## config.mk

```make
export PLATFORM = sky130hd
export DESIGN_NAME = mrnaiso_valve_sequencer_flat
export DESIGN_NICKNAME = d
export VERILOG_FILES = /design/src/rtl/mrnaiso_valve_sequencer_if.sv /design/src/rtl/mrnaiso_valve_sequencer.sv /design/src/flat_wrapper.sv
export SDC_FILE = /design/constraint.sdc
export NUM_CORES = 1
export LEC_CHECK = 0
export BUFFER_PORTS_ARGS = -buffer_cell sky130_fd_sc_hd__buf_4
export CORE_MARGIN = 8
export CORE_UTILIZATION = 40
export DETAILED_ROUTE_END_ITERATION = 12
export GPL_TIMING_DRIVEN = 0
export PLACE_DENSITY_LB_ADDON = 0.05
export SYNTH_ARGS = -nofsm -noshare
export SYNTH_HDL_FRONTEND = slang
export SYNTH_SLANG_ARGS = --single-unit
```

## constraint.sdc

```tcl
create_clock -name clk -period 3.5 [get_ports clk]
set_clock_uncertainty 0.2 [all_clocks]
set_input_delay 0 -clock clk [delete_from_list [all_inputs] [get_ports clk]]
set_output_delay 0 -clock clk [all_outputs]
set_load 0.01 [all_outputs]
```

## src/rtl/mrnaiso_valve_sequencer_if.sv

```systemverilog
// Command/status bundle between the isolation-bank sequencer and its host.
// The host owns start/abort/hold; the sequencer owns the valve lines and status.
interface mrnaiso_valve_sequencer_if;
    logic        start;
    logic        abort;
    logic        hold;
    logic [12:0] valve_ctrl;
    logic [2:0]  phase;
    logic        busy;
    logic        done;
    logic        aborted;

    modport master (
        output start, abort, hold,
        input  valve_ctrl, phase, busy, done, aborted
    );

    modport slave (
        input  start, abort, hold,
        output valve_ctrl, phase, busy, done, aborted
    );
endinterface

```

## src/rtl/mrnaiso_valve_sequencer.sv

```systemverilog
// Steps the mRNA isolation protocol and drives the 13 ctrl-pad solenoids.
// A valve bit of 1 means pressurised/closed; all outputs come straight from flops.
module mrnaiso_valve_sequencer #(
    parameter int TICK_DIV      = 1000,
    parameter int LOAD_TICKS    = 50,
    parameter int LYSIS_TICKS   = 20,
    parameter int MIX_STEPS     = 60,
    parameter int WASH_TICKS    = 40,
    parameter int COLLECT_TICKS = 30
) (
    input  logic                         clk,
    input  logic                         rst,
    mrnaiso_valve_sequencer_if.slave     bus
);

    localparam int PW    = $clog2(TICK_DIV + 1);
    localparam int MAXA  = (LOAD_TICKS > LYSIS_TICKS) ? LOAD_TICKS : LYSIS_TICKS;
    localparam int MAXB  = (MIX_STEPS > WASH_TICKS) ? MIX_STEPS : WASH_TICKS;
    localparam int MAXC  = (MAXA > MAXB) ? MAXA : MAXB;
    localparam int MAX_T = (MAXC > COLLECT_TICKS) ? MAXC : COLLECT_TICKS;
    localparam int TW    = $clog2(MAX_T) + 1;

    localparam logic [PW-1:0] PRE_LAST = PW'(TICK_DIV - 1);

    typedef enum logic [2:0] {
        S_IDLE    = 3'd0,
        S_BEADS   = 3'd1,
        S_CELLS   = 3'd2,
        S_LYSIS   = 3'd3,
        S_MIX     = 3'd4,
        S_WASH    = 3'd5,
        S_COLLECT = 3'd6,
        S_DONE    = 3'd7
    } state_t;

    state_t        state_q, state_d;
    logic [PW-1:0] pre_q, pre_d;
    logic [TW-1:0] tick_q, tick_d;
    logic [2:0]    pump_q, pump_d;
    logic [12:0]   valve_q, valve_d;
    logic          busy_q, busy_d;
    logic          done_q, done_d;
    logic          aborted_q, aborted_d;
    logic [TW-1:0] termTicks;
    logic [2:0]    pumps;

    always_comb begin
        termTicks = '0;
        case (state_q)
            S_BEADS, S_CELLS: termTicks = TW'(LOAD_TICKS - 1);
            S_LYSIS:          termTicks = TW'(LYSIS_TICKS - 1);
            S_MIX:            termTicks = TW'(MIX_STEPS - 1);
            S_WASH:           termTicks = TW'(WASH_TICKS - 1);
            S_COLLECT:        termTicks = TW'(COLLECT_TICKS - 1);
            default:          termTicks = '0;
        endcase
    end

    // DONE is untimed and always exits after one cycle so done stays a true pulse.
    always_comb begin
        state_d   = state_q;
        pre_d     = pre_q;
        tick_d    = tick_q;
        pump_d    = pump_q;
        aborted_d = 1'b0;
        case (state_q)
            S_IDLE: begin
                if (!bus.abort && bus.start) state_d = S_BEADS;
            end
            S_DONE: state_d = S_IDLE;
            default: begin
                if (bus.abort) begin
                    state_d   = S_IDLE;
                    aborted_d = 1'b1;
                end else if (!bus.hold) begin
                    if (pre_q == PRE_LAST) begin
                        pre_d = '0;
                        if (tick_q == termTicks) begin
                            state_d = state_t'(state_q + 3'd1);
                        end else begin
                            tick_d = tick_q + 1'b1;
                            if (state_q == S_MIX)
                                pump_d = (pump_q == 3'd5) ? 3'd0 : pump_q + 3'd1;
                        end
                    end else begin
                        pre_d = pre_q + 1'b1;
                    end
                end
            end
        endcase
        if (state_d != state_q) begin
            pre_d  = '0;
            tick_d = '0;
            pump_d = '0;
        end
    end

    // Peristaltic pattern as {pump1,pump2,pump3}; a 0 is the open (vented) valve.
    always_comb begin
        pumps = 3'b111;
        case (pump_d)
            3'd0:    pumps = 3'b011;
            3'd1:    pumps = 3'b001;
            3'd2:    pumps = 3'b101;
            3'd3:    pumps = 3'b100;
            3'd4:    pumps = 3'b110;
            3'd5:    pumps = 3'b010;
            default: pumps = 3'b111;
        endcase
    end

    always_comb begin
        valve_d = 13'h1FFF;
        case (state_d)
            S_BEADS:   begin valve_d[10] = 1'b0; valve_d[9]  = 1'b0; end
            S_CELLS:   begin valve_d[11] = 1'b0; valve_d[12] = 1'b0; end
            S_LYSIS:   begin valve_d[1]  = 1'b0; valve_d[2]  = 1'b0; end
            S_MIX:     begin
                valve_d[4] = pumps[2];
                valve_d[5] = pumps[1];
                valve_d[6] = pumps[0];
            end
            S_WASH:    begin valve_d[3]  = 1'b0; valve_d[9]  = 1'b0; end
            S_COLLECT: begin valve_d[3]  = 1'b0; valve_d[0]  = 1'b0; end
            default:   valve_d = 13'h1FFF;
        endcase
        busy_d = (state_d != S_IDLE) && (state_d != S_DONE);
        done_d = (state_d == S_DONE);
    end

    always_ff @(posedge clk or posedge rst) begin
        if (rst) begin
            state_q   <= S_IDLE;
            pre_q     <= '0;
            tick_q    <= '0;
            pump_q    <= '0;
            valve_q   <= 13'h1FFF;
            busy_q    <= 1'b0;
            done_q    <= 1'b0;
            aborted_q <= 1'b0;
        end else begin
            state_q   <= state_d;
            pre_q     <= pre_d;
            tick_q    <= tick_d;
            pump_q    <= pump_d;
            valve_q   <= valve_d;
            busy_q    <= busy_d;
            done_q    <= done_d;
            aborted_q <= aborted_d;
        end
    end

    assign bus.valve_ctrl = valve_q;
    assign bus.phase      = state_q;
    assign bus.busy       = busy_q;
    assign bus.done       = done_q;
    assign bus.aborted    = aborted_q;

endmodule

```

## src/flat_wrapper.sv

```systemverilog
// flat-port wrapper written by rule: the top's interface ports become plain ports
module mrnaiso_valve_sequencer_flat 
#(
    parameter int TICK_DIV      = 1000,
    parameter int LOAD_TICKS    = 50,
    parameter int LYSIS_TICKS   = 20,
    parameter int MIX_STEPS     = 60,
    parameter int WASH_TICKS    = 40,
    parameter int COLLECT_TICKS = 30
)
  (clk, rst, bus_start, bus_abort, bus_hold, bus_valve_ctrl, bus_phase, bus_busy, bus_done, bus_aborted);
  mrnaiso_valve_sequencer_if bus_i ();
  input  logic clk;
  input  logic rst;
  input wire logic [$bits(bus_i.start)-1:0] bus_start;
  input wire logic [$bits(bus_i.abort)-1:0] bus_abort;
  input wire logic [$bits(bus_i.hold)-1:0] bus_hold;
  output wire logic [$bits(bus_i.valve_ctrl)-1:0] bus_valve_ctrl;
  output wire logic [$bits(bus_i.phase)-1:0] bus_phase;
  output wire logic [$bits(bus_i.busy)-1:0] bus_busy;
  output wire logic [$bits(bus_i.done)-1:0] bus_done;
  output wire logic [$bits(bus_i.aborted)-1:0] bus_aborted;
  assign bus_i.start = bus_start;
  assign bus_i.abort = bus_abort;
  assign bus_i.hold = bus_hold;
  assign bus_valve_ctrl = bus_i.valve_ctrl;
  assign bus_phase = bus_i.phase;
  assign bus_busy = bus_i.busy;
  assign bus_done = bus_i.done;
  assign bus_aborted = bus_i.aborted;
  mrnaiso_valve_sequencer #(.TICK_DIV(TICK_DIV), .LOAD_TICKS(LOAD_TICKS), .LYSIS_TICKS(LYSIS_TICKS), .MIX_STEPS(MIX_STEPS), .WASH_TICKS(WASH_TICKS), .COLLECT_TICKS(COLLECT_TICKS)) u_core (.clk(clk), .rst(rst), .bus(bus_i));
endmodule
```

==> flow_summary.ini <==
[global_route]
grt_max_degree = 21
grt_pass1_vias = 1892
grt_pass1_wl_um = 8800
grt_overflow_total = 0
grt_antenna_before_repair = 0
grt.total_usage_pct = 13.0

[sta]
drv_slew = 0
tightest_slew_ns = 0.791
rsz0062_at_grt = no
slew_headroom_pct = 46.4
tns_ns = 0
post-route-period-util_pct = 91.5
setup_viol = 0
max_freq_mhz = 312
fin_crit_ns = 3.20
finalHoldViolations = 0

[placed_design]
hpwl_um = 3610
gp_congestion = 0.843
dp_cells = 334
place_area_mm2 = 0.00249
io_buffers = 20

[outcome]
outcome = completed

[worst_hold_path]
holdPathStages = 6
hold_path.class = in -> reg
hold_start = bus_start
hold_path_end = u_core.bus.valve_ctrl[4]

[clock_network]
post_cts_buffers = 0
clock-sinks = 35
cts-root-buf = clkbuf_8
ctsHtreeMaxLevel = 2
cts-buffers-inserted = 5
clockBufferDepth = 2
clock_latency_ns = 0.29
cts_tree = yes
clk_pin_slew_ns = 0.08

[routing]
remaining_drc_errors = 0
drt_iter0_drc = 70
num_vias = 1790
vias_per_cell = 5.19
drtPass1Iterations = 4
antenna_left = 0
wirelength_um = 4870
wl_per_cell_um = 14.1

[synthesis]
ys_seq_elements = 35
synth_cells = 240
synthArstFlopShare_pct = 100
yosysUniqueCellTypes = 55
yosys_warnings = 0
ys.flop_type = dfrtp_1
synth_edf_count = 0
synth.cell_area_mm2 = 0.00222
ys_seq_area_share_pct = 40.0
synth_area_per_cell_um2 = 9.24

[floorplan]
dieArea_mm2 = 0.00818
num_io_pins = 24
die_w_um = 90.5
dieHeight_um = 90.5
rows = 27
start_util_pct = 40.8
coreArea_mm2 = 0.00544

[final_layout]
post-route-util_pct = 48.4
final_layout_size_suffix_gt1_share_pct = 24.5
multiInputGateArea_mm2 = 0.00123
antennaDiodeCount = 0
nets = 284
nFillCells = 511
seqCellArea_um2 = 887
finalNonFillerCells = 345
fin_area_mm2 = 0.00264
area_delta_synth_final_pct = 18.8

[flow_run]
cap_violations = 0

[pwr]
irDropWorstVdd_v = 0.000233
p_leak_nw = 1.14
p_per_area_mw_per_mm2 = 629

[critical_path]
worstReg2RegStart = u_core.bus.phase[0]
setup.worst_path.end_class = flop
required_ns = 3.52
arrival_ns = 3.22
rrSetupSlack_ns = 0.30
reg2reg_to = u_core.bus.valve_ctrl[4]
critPathKind = reg -> reg
crit_path_start_kind = flop
rr_worst_depth = 10
crit_fanout = 9
## layer usage
| metal | GRT usage, % | vias up | share of wire [%] |
|---|---|---|---|
| met5 | 0 | - | 0 |
| met4 | 5.13 | 0 | 1.9 |
| met3 | 3.49 | 8 | 3.5 |
| met2 | 21.2 | 20 | 47 |
| met1 | 16.0 | 857 | 48 |
| li1 | - | 905 | - |
## repair_timing
| action | in CTS | in global routing |
|---|---|---|
| gates resized for setup | 0 | 1 |
| endpoints found under the hold margin | 21 | 0 |
| endpoints found under the setup margin | 0 | 3 |
| hold buffers | 3 | 0 |
## critical path, cell delays in order, from the launching register on
cell and delay [ns]:
dfrtp_1 0.54, inv_1 0.17, ha_1 0.35, mux2i_2 0.35
nor3b_4 0.40, and2_4 0.24, o311ai_4 0.15, or2_0 0.23
buf_2 0.15, o211a_1 0.23, o211ai_2 0.13
## synth_stat cells (2+ instances only)
master | n | area share [%]
o211ai_2 | 3 | 1.7
nor2_4 | 2 | 1.0
nor2_1 | 29 | 4.9
inv_2 | 2 | 0.34
buf_2 | 4 | 0.90
xnor2_1 | 2 | 0.79
o21ai_0 | 10 | 2.3
nand3b_1 | 4 | 1.4
mux2i_1 | 8 | 3.6
o22ai_1 | 4 | 1.1
and2_1 | 4 | 1.1
nor4_1 | 5 | 1.4
ha_1 | 7 | 4.0
xor2_1 | 4 | 1.6
nor2b_1 | 7 | 2.0
a31oi_1 | 2 | 0.56
or3_1 | 4 | 1.1
dfstp_2 | 9 | 11
nor3b_1 | 4 | 1.4
nor3b_2 | 2 | 1.1
nand2b_1 | 4 | 1.1
buf_4 | 5 | 1.7
nand3_1 | 8 | 1.8
nor3_1 | 7 | 1.6
a21oi_1 | 13 | 2.9
dfrtp_1 | 26 | 29
o21ai_1 | 2 | 0.45
nand2_1 | 18 | 3.0
inv_1 | 10 | 1.7
and3_1 | 6 | 1.7
## cells by family (layout without fill, tap and decap cells)
| logic type | count (synthesis) | count (layout) | share of synthesized area, % |
|---|---|---|---|
| buffers and inverters | 21 | 53 | 4.63 |
| DFF | 35 | 35 | 40.0 |
| other | 1 | 2 | 0.169 |
| and+or+nand+nor | 112 | 112 | 28.4 |
| adders and majority gates | 7 | 7 | 3.95 |
| xor gates and xnor gates | 7 | 7 | 3.10 |
| muxes | 8 | 8 | 3.61 |
| AOI/OAI and AO/OA | 49 | 49 | 16.1 |
## area by class of cell
class                   count  share of cell area [%]
multi-input cells         185                    46.9
flip-flops and latches     35                    33.7
repair buffers             24                    7.88
well taps                  72                    3.42
clock buffers               5                    2.61
plain buffers               9                    2.18
inverters                  12                    1.71
clock inverters             3                    1.66
## cells in the final DEF (no fill, tap or decap), types with 5 or more instances in the layout
cell type / count
dfrtp_1: 26
nand3_1: 8
inv_1: 10
nor2_1: 29
clkbuf_8: 5
mux2i_1: 7
ha_1: 7
a21oi_1: 13
nor4_1: 5
dfstp_2: 9
nand2_1: 18
and3_1: 6
nor2b_1: 7
buf_4: 25
o21ai_0: 10
nor3_1: 7
## stage by stage
stage / power, mW / setup WS [ns] / hold WS [ns]
floorplan: 1.08 / 0.703 / -0.0524
global placement: 1.29 / 0.147 / 0.174
detailed placement: 1.29 / 0.245 / -0.0718
CTS: 1.68 / 0.189 / 0.144
global route: 1.81 / 0.00772 / 0.220
finish: 1.66 / 0.296 / 0.148
## state kept, by name, summed over array words and instances (netlist names)
| register | flops |
|---|---|
| u_core.pre_q | 10 |
| u_core.bus.phase | 3 |
| u_core.bus.done | 1 |
| u_core.bus.aborted | 1 |
| u_core.pump_q | 3 |
| u_core.bus.valve_ctrl | 9 |
| u_core.tick_q | 7 |
| u_core.bus.busy | 1 |
## worst max path at each step
stage	depth (start not counted)	from	end	slack [ns]
after floorplan	10	u_core.bus.phase[0]	u_core.bus.valve_ctrl[6]	0.70
final	10	u_core.bus.phase[0]	u_core.bus.valve_ctrl[4]	0.30
after CTS	10	u_core.bus.phase[0]	u_core.bus.valve_ctrl[4]	0.19
after detailed placement	10	u_core.bus.phase[0]	u_core.bus.valve_ctrl[4]	0.24
after global routing	9	u_core.bus.phase[0]	u_core.tick_q[5]	0.008
after global placement	10	u_core.bus.phase[0]	u_core.bus.valve_ctrl[4]	0.15
## power breakdown
part | internal (mW) | switching [mW] | leakage, nW
Clock | 0.212 | 0.151 | 0.0581
Combinational | 0.293 | 0.497 | 0.634
Sequential | 0.464 | 0.0396 | 0.450
Total | 0.969 | 0.687 | 1.14
Power figures use the tool's default switching activity.
